--- src/rtl/cb_bitstream_loader.sv ---
// cb_bitstream_loader: serialises config words MSB-first onto the CB shift chain; CB_PARITY_EN enables word parity checking
module cb_bitstream_loader #(
   parameter int WORD_W    = 8,
   parameter int CHAIN_LEN = 26,
   parameter int CNT_W     = $clog2(CHAIN_LEN + 1)
) (
   input  logic              clk,
   input  logic              reset,
   input  logic              start,
   input  logic [WORD_W-1:0] cfg_word,
   input  logic              cfg_par,
   input  logic              cfg_valid,
   output logic              cfg_ready,
   output logic              bit_in_CB,
   output logic              prgm_b,
   output logic              cb_prgm_b_in,
   output logic              cb_prgm_b,
   output logic              busy,
   output logic              done,
   output logic              parity_err
);
   localparam int WB = (WORD_W > 1) ? $clog2(WORD_W) : 1;
   localparam logic [1:0] IDLE  = 2'd0;
   localparam logic [1:0] LOAD  = 2'd1;
   localparam logic [1:0] SHIFT = 2'd2;
   localparam logic [1:0] DONE  = 2'd3;

   logic [1:0]        state_q, state_d;
   logic [WORD_W-1:0] sreg_q, sreg_d;
   logic [WB-1:0]     wcnt_q, wcnt_d;
   logic [CNT_W-1:0]  tcnt_q, tcnt_d;
   logic              perr_q, perr_d;
   logic              last_bit, word_end;

   assign last_bit     = tcnt_q == CNT_W'(CHAIN_LEN - 1);
   assign word_end     = wcnt_q == WB'(WORD_W - 1);
   assign cfg_ready    = (state_q == LOAD) || (state_q == SHIFT && !last_bit && word_end);
   assign bit_in_CB    = (state_q == SHIFT) && sreg_q[WORD_W-1];
   assign prgm_b       = !(state_q == LOAD || state_q == SHIFT);
   assign cb_prgm_b_in = state_q == SHIFT;
   assign cb_prgm_b    = cb_prgm_b_in;
   assign busy         = state_q != IDLE;
   assign done         = state_q == DONE;
   assign parity_err   = perr_q;

   // next-state: session control, word reload without bubbles, and bit accounting
   always_comb begin
      state_d = state_q;
      sreg_d  = sreg_q;
      wcnt_d  = wcnt_q;
      tcnt_d  = tcnt_q;
      perr_d  = perr_q;
      case (state_q)
         IDLE: if (start) begin
            state_d = LOAD;
            tcnt_d  = '0;
            perr_d  = 1'b0;
         end
         LOAD: if (cfg_valid) begin
            sreg_d  = cfg_word;
            wcnt_d  = '0;
            state_d = SHIFT;
         end
         SHIFT: begin
            sreg_d = sreg_q << 1;
            wcnt_d = wcnt_q + WB'(1);
            tcnt_d = tcnt_q + CNT_W'(1);
            if (last_bit) state_d = DONE;
            else if (word_end && cfg_valid) begin
               sreg_d = cfg_word;
               wcnt_d = '0;
            end else if (word_end) state_d = LOAD;
         end
         default: state_d = IDLE;
      endcase
`ifdef CB_PARITY_EN
      if (cfg_valid && cfg_ready && ^{cfg_word, cfg_par}) perr_d = 1'b1;
`endif
   end

`ifndef CB_PARITY_EN
   logic unused_par;
   assign unused_par = cfg_par;
`endif

   // state registers; reset abandons any partial session
   always_ff @(posedge clk) begin
      if (reset) begin
         state_q <= IDLE;
         sreg_q  <= '0;
         wcnt_q  <= '0;
         tcnt_q  <= '0;
         perr_q  <= 1'b0;
      end else begin
         state_q <= state_d;
         sreg_q  <= sreg_d;
         wcnt_q  <= wcnt_d;
         tcnt_q  <= tcnt_d;
         perr_q  <= perr_d;
      end
   end
endmodule

--- config.mk ---
export PLATFORM = sky130hd
export DESIGN_NAME = cb_bitstream_loader
export DESIGN_NICKNAME = d
export VERILOG_FILES = /design/src/rtl/cb_bitstream_loader.sv
export SDC_FILE = /design/constraint.sdc
export NUM_CORES = 1
export LEC_CHECK = 0
export CORE_ASPECT_RATIO = 1.75
export CORE_UTILIZATION = 40
export CTS_CLUSTER_DIAMETER = 200
export CTS_CLUSTER_SIZE = 12
export DETAILED_ROUTE_END_ITERATION = 6
export SYNTH_ARGS = -nofsm -noshare
export SYNTH_HDL_FRONTEND = slang
export SYNTH_SLANG_ARGS = --single-unit
--- constraint.sdc ---
create_clock -name clk -period 5.3 [get_ports clk]
set_clock_uncertainty 0.1 [all_clocks]
set_input_delay 1.325 -clock clk [delete_from_list [all_inputs] [get_ports clk]]
set_output_delay 1.325 -clock clk [all_outputs]
set_load 0.05 [all_outputs]
After elaboration in Yosys (flattened, before gate mapping):

Index checks and enable logic that the tools add are counted.

* flip-flop bits (word level): 18
* bits of input ports: 13
* output and inout port bits: 8
* word-level logic and storage cells: 46

* add/subtract/negate cells: 2
* eq/ne operators: 9
* mux-type cells: 16
* reduce and logical (&&, ||, !) cells: 15

Operators with widths (number)
* $mux W8: 3
* $pmux W8 S2: 1
* $mux W2: 5
* $pmux W5 S2: 1
* $mux W3: 3
* $pmux W2 S3: 1
* $pmux W3 S2: 1
* $reduce_bool A2 Y1: 3
* $add A5 B1 Y5 const B: 1
* $eq A5 B5 Y1 const B: 1
* $mux W5: 1
* $eq A2 B2 Y1 const B: 2
* $logic_and A1 B1 Y1: 4
* $ne A2 B2 Y1 const B: 2
* $reduce_and A2 Y1: 2
* $reduce_and A4 Y1: 1
* $add A3 B1 Y3 const B: 1
* $eq A3 B3 Y1 const B: 1
* $ne A3 B1 Y1 const B: 1
* $ne A3 B3 Y1 const B: 1
* $eq A2 B1 Y1 const B: 1
* $logic_not A1 Y1: 2
* $logic_not A2 Y1: 1
* $logic_or A1 B1 Y1: 2

Longest topological paths before layout:

Gate-level depths: netlist of the first run.

* word-level depth: 5
* mapped depth: 7
* depth with buffers taken out: 6

Least setup slack after synthesis of the first run:

No wires, ideal clock.

* path type: register to output
* start point: register state_q[0]
* end point: output bit_in_CB
* data arrival time: 1.628 ns
* required time: 3.875 ns
* path slack: 2.247 ns
* stages on the path, launching flop included: 5
* path buffers: 1
* cells stage by stage: dfxtp_1 > inv_1 > ha_1 > buf_2 > and2_1

* longest elaborated chain between the ends: 2

Ends and longest elaborated chain
* start: declaration: line 28 `logic [1:0] state_q, state_d;`
* start signal: assignment: line 95 `state_q <= state_d;`
* $eq A2 B2 Y1
* via cb_prgm_b: line 17 `output logic cb_prgm_b,`
* $logic_and A1 B1 Y1: line 38 `assign bit_in_CB = (state_q == SHIFT) && sreg_q[WORD_W-1];`
* end: declaration: line 14 `output logic bit_in_CB,`

The timed path passes the listed nets, and every way through them passes these cells.

Worst setup path in the final report of the first run:

* start point: register state_q[0]
* end point: output cfg_ready

* longest elaborated chain between the ends: 4
* elaborated cells on any way between the ends: 5
* classes of those cells: eq/ne: 2; reduce/logical: 3

Ends and longest elaborated chain
* $eq A2 B2 Y1: line 37 `assign cfg_ready = (state_q == LOAD) || (state_q == SHIFT && !last_bit && word_end);`
* $logic_and A1 B1 Y1 (2 in series): line 37
* $logic_or A1 B1 Y1 (*): line 37
* end: declaration: line 13 `output logic cfg_ready,`

Mark *: on every way between the ends. The rest lies on a longest branch, timed or not.

==> results of run 1 <==
[area by class of cell]
type	instances	area, sq um
inverter	6	22.5
multi-input combinational	92	626
tap	26	32.5
sequential	18	360
fill	256	1230
timing repair buffer	18	180
clock buffer	3	41.3
[cell usage after synthesis (all sizes together) (3+ instances only)]
library cell	count
dfxtp	18
nor2	17
a21oi	15
nand2	11
ha	9
a211oi	8
inv	6
buf	5
nor3	5
o21ai	4
and2	3
nand3	3
nor2b	3
[path summary, 6_finish.rpt]
check              end  slack [ps]
max          cfg_ready        1660
min          sreg_q[0]         360
max reg2reg  sreg_q[4]        3170
min reg2reg  sreg_q[0]         360
[routing by layer]
layer	track usage, %	up-vias
met5	0	-
met4	7.78	0
met3	2.88	5
met2	28.6	16
met1	17.7	396
li1	-	454
[state kept, by name (all words and copies together), names as in the netlist]
register / count
tcnt_q: 5
wcnt_q: 3
sreg_q: 8
state_q: 2
[stage by stage]
stage | total power (W) | instance area (sq um)
2_1_floorplan | 0.000535 | 1040
3_3_place_gp | 0.000626 | 1220
3_5_place_dp | 0.000632 | 1220
4_1_cts | 0.000730 | 1260
5_1_grt | 0.000776 | 1260
6_report | 0.000719 | 1260
[cell families (layout without fill, tap and decap cells)]
kind of cell / after synthesis / count (layout) / synth area share, %
and+or+nand+nor: 46 / 46 / 22.8
DFF: 18 / 18 / 34.5
AOI/OAI and AO/OA: 35 / 35 / 25.0
adders and majority gates: 9 / 9 / 10.8
muxes: 1 / 1 / 0.958
buffers and inverters: 13 / 27 / 5.63
other: 1 / 1 / 0.359
[worst reg2reg max path: stages (launching register included)]
cell and delay, ps:
dfxtp_1 450, inv_1 100, ha_1 370, o21ai_1 670
a21oi_1 90, a211oi_1 260
[report_power, final]
group	internal [W]	switching [W]	total [W]
Combinational	0.000149	0.000270	0.000420
Sequential	0.000177	0.0000279	0.000205
Clock	0.0000505	0.0000444	0.0000950
==> summary.txt, run 1 <==
Outcome
  • Status: finished, final reports clean

Critical path
  • Critical Path Slowest Stage Cell: clkdlybuf4s50_1
  • Max incr delay on CP: 800 ps
  • Register-to-Register Path Depth: 5
  • Critical path fanouts, max: 12
  • Worst Setup Path Type: flip-flop to primary output
  • Worst setup SP type: flip-flop
  • Top delay family on crit path: buffers and inverters
  • Crit end category: primary output
  • Critical Path Stages: 4
  • Crit path cell chain: inv_1 > ha_1 > a31o_2 > clkdlybuf4s50_1
  • Buffers & Inverters on Critical Path: 2
  • Crit Reg-Reg Startpoint: state_q[0]
  • Crit. Startpoint: state_q[0]
  • Required time worst endpoint: 3880 ps
  • Crit path DAT: 2220 ps

Drt
  • Antenna viol nets, final: 0
  • Routed WL per cell: 12.5 um
  • Routed wire length: 2.04 mm
  • Drt drc: 0
  • Iteration count of the initial detailed-routing pass: 4
  • Routed wire length on met3: 49 um
  • DRT iter0 DRCs: 9
  • Via/cell ratio: 5.34
  • Wl on met1: 829 um
  • Vias: 871
  • Uppermost layer routed: met4
  • DR WL met2: 1.12 mm

Final layout
  • Final Core Density: 50.7%
  • Diodes inserted: 0
  • Area Growth Syn to Fin: 20.8%
  • Most frequent cells in the layout: clkdlybuf4s50_1, dfxtp_1, nor2_1, a21oi_1, nand2_1
  • Final net count: 161
  • Non-Filler Instances: 163
  • Fraction of layout cells with a size suffix above 1: 10.9%

Yosys
  • Synthesized Nets: 145
  • Mapped cell area: 1040 sq um
  • Synth warn: 0
  • FF+latch count, synth: 18
  • Main synth FF type: dfxtp_1
  • Mean Syn Cell Area: 8.49 sq um
  • Post-synth EDFFs: 0
  • Synth cell types: 32
  • Asr flop ratio synth: 0%
  • Register area share after synthesis: 34.5%
  • Synth top area share: 34.5%
  • Area leader, netlist: dfxtp_1
  • Synth area leaders: dfxtp_1, ha_1, a21oi_1, nor2_1, a211oi_2
  • Syn Inst Count: 123

STA
  • Unrepaired setup endpoints after global routing: false
  • Fmax: 275 MHz
  • Final setup TNS: 0 ps
  • Worst hold slack: 361 ps
  • Setup ws final: 1660 ps
  • Final setup vio count: 0
  • Final Cycle Share: 68.7%
  • Fin crit period: 3640 ps
  • Final hold viol count: 0
  • Max-slew headroom: 50.3%
  • Slew Limit Fails: 0
  • Slew @ Worst Pin: 741 ps

Global route
  • Vias in the first global route: 810
  • Grt ovf: 0
  • Largest net degree at the start of global routing: 19
  • First-pass GRT wire length: 3.35 mm
  • Gr usage total: 16.6%
  • Initial antenna violation count: 0

Power
  • Pwr/cell area: 570 nW/um^2
  • Leakage: 0.535 nW
  • Peak supply drop: 0.289 mV

Clock network
  • CTS tree: yes
  • Htree depth: 1
  • CTS Root Cell: clkbuf_8
  • Post-CTS repair timing setup buffer count: 0
  • Cts repair resizes: 0
  • Clk slew on worst S/H paths: 70 ps
  • Clock sinks: 18
  • Maximum buffer depth of the clock tree: 2
  • CTS Hold Bufs: 0
  • CTS Buf Count: 3
  • Clock Latency Late Sink: 250 ps

Min path
  • Hold path startpoint: sreg_q[0]
  • Hold Path Stages: 2
  • Hold WC Path Type: flip-flop to flip-flop

Die
  • Core area: 2490 sq um
  • Row count: 24
  • Die width: 40.6 um
  • Die H: 69.6 um
  • Initial Util: 41.9%
  • # IOs: 21
  • DIE AREA: 2830 sq um

Placed design
  • Inst Count DP: 160
  • # port buffers: 18
  • Final Wtd Congestion: 0.739
  • HPWL Detailed: 1.56 mm
  • Worst slack at placement: 1930 ps

Flow run
  • Max-cap viol count: 0
Power figures use the tool's default switching activity.
==> inputs of run 2 (changes only) <==
clock period = 3.5 ns   (was 5.3 ns; I/O delays follow)
==> summary.txt, run 2 (synthesized netlist as in run 1, its figures left out) <==
Final layout
  • Most frequent cells in the layout: clkdlybuf4s50_1, dfxtp_1, nor2_1, a21oi_1, nand2_1
  • Area Growth Syn to Fin: 20.8%
  • Final Core Density: 50.7%
  • Diodes inserted: 0
  • FILL cells: 267
  • Non-Filler Instances: 163
  • Final net count: 161
  • Top reg by flops: sreg_q
  • Regs by FF count: sreg_q x8, tcnt_q x5, wcnt_q x3
  • Fraction of layout cells with a size suffix above 1: 10.9%
  • Reg area: 360 sq um
  • Max FFs per register: 8
  • Multi-input gate area: 626 sq um

STA
  • Max-slew headroom: 49.2%
  • Unrepaired setup endpoints after global routing: false
  • Slew Limit Fails: 0
  • Fin crit period: 3170 ps
  • Final setup vio count: 0
  • Final Cycle Share: 90.5%
  • Final hold viol count: 0
  • Final setup TNS: 0 ps
  • Fmax: 316 MHz
  • Slew @ Worst Pin: 760 ps

Critical path
  • Crit end category: primary output
  • Worst setup SP type: flip-flop
  • Critical path fanouts, max: 12
  • Crit path DAT: 2190 ps
  • Worst Setup Path Type: flip-flop to primary output
  • Register-to-Register Path Depth: 5
  • Required time worst endpoint: 2520 ps

Die
  • Die width: 40.6 um
  • Die H: 69.6 um
  • Initial Util: 41.9%
  • Core area: 2490 sq um
  • DIE AREA: 2830 sq um
  • Row count: 24
  • # IOs: 21

Drt
  • Iteration count of the initial detailed-routing pass: 4
  • Via/cell ratio: 5.53
  • DRT iter0 DRCs: 14
  • Routed wire length: 2.13 mm
  • Routed WL per cell: 13.1 um
  • Vias: 901
  • Drt drc: 0
  • Antenna viol nets, final: 0

Clock network
  • Clock sinks: 18
  • Clk slew on worst S/H paths: 70 ps
  • Htree depth: 1
  • CTS Hold Bufs: 0
  • CTS tree: yes
  • Post-CTS repair timing setup buffer count: 0
  • CTS Buf Count: 3
  • Maximum buffer depth of the clock tree: 2
  • Clock Latency Late Sink: 250 ps
  • CTS Root Cell: clkbuf_8
  • Cts repair resizes: 0

Global route
  • First-pass GRT wire length: 3.59 mm
  • Vias in the first global route: 925
  • Largest net degree at the start of global routing: 19
  • Grt ovf: 0
  • Gr usage total: 17.9%
  • Initial antenna violation count: 0

Power
  • Pwr/cell area: 864 nW/um^2
  • Leakage: 0.535 nW
  • Peak supply drop: 0.398 mV

Placed design
  • Final Wtd Congestion: 0.700
  • # port buffers: 18
  • HPWL Detailed: 1.63 mm
  • Inst Count DP: 160

Flow run
  • Max-cap viol count: 0

Min path
  • Hold WC Path Type: flip-flop to flip-flop
  • Hold Path Stages: 2

Outcome
  • Status: finished, final reports clean
[run 2: cell counts in the layout (fill, tap and decap cells not counted)]
Identical to the previous run, type by type.
[run 2: power by group]
part	internal [W]	switching [W]	leakage, nW
Sequential	0.000268	0.0000438	0.147
Combinational	0.000226	0.000407	0.366
Clock	0.0000766	0.0000697	0.0216
Total	0.000570	0.000521	0.535
[run 2: path summary, 6_finish.rpt]
check / start / endpoint / slack, ps
worst max register to register: state_q[0] / sreg_q[4] / 1370
worst max-delay path: state_q[0] / cfg_ready / 330
worst min-delay path: sreg_q[0] / sreg_q[0] / 370
worst min register to register: sreg_q[0] / sreg_q[0] / 370
[run 2: area by class of cell]
cell class | count | share of cell area (%)
Multi-Input combinational cell | 92 | 49.6
Sequential cell | 18 | 28.5
Timing Repair Buffer | 18 | 14.3
Tap cell | 26 | 2.58
Clock buffer | 3 | 3.27
Inverter | 6 | 1.78
[run 2: critical path: stages, from the launching register on]
cell and delay (ps):
dfxtp_1 380, inv_1 100, ha_1 430, a31o_2 220, clkdlybuf4s50_1 800
[run 2: through the flow]
step | hold WS, ps | total power, W | setup WS, ps | cell area (sq um)
2_1_floorplan | 337 | 0.000809 | 897 | 1040
4_1_cts | 376 | 0.00110 | 320 | 1260
3_3_place_gp | 349 | 0.000948 | 625 | 1220
6_report | 367 | 0.00109 | 332 | 1260
3_5_place_dp | 366 | 0.000957 | 608 | 1220
5_1_grt | 389 | 0.00118 | 222 | 1260
[run 2: metal layers]
layer | vias to the layer above | GRT usage (%) | share of wire (%)
met5 | - | 0 | 0
li1 | 452 | - | -
met4 | 0 | 8.89 | 2.0
met1 | 428 | 16.9 | 39
met2 | 16 | 32.1 | 56
met3 | 5 | 3.53 | 3.2
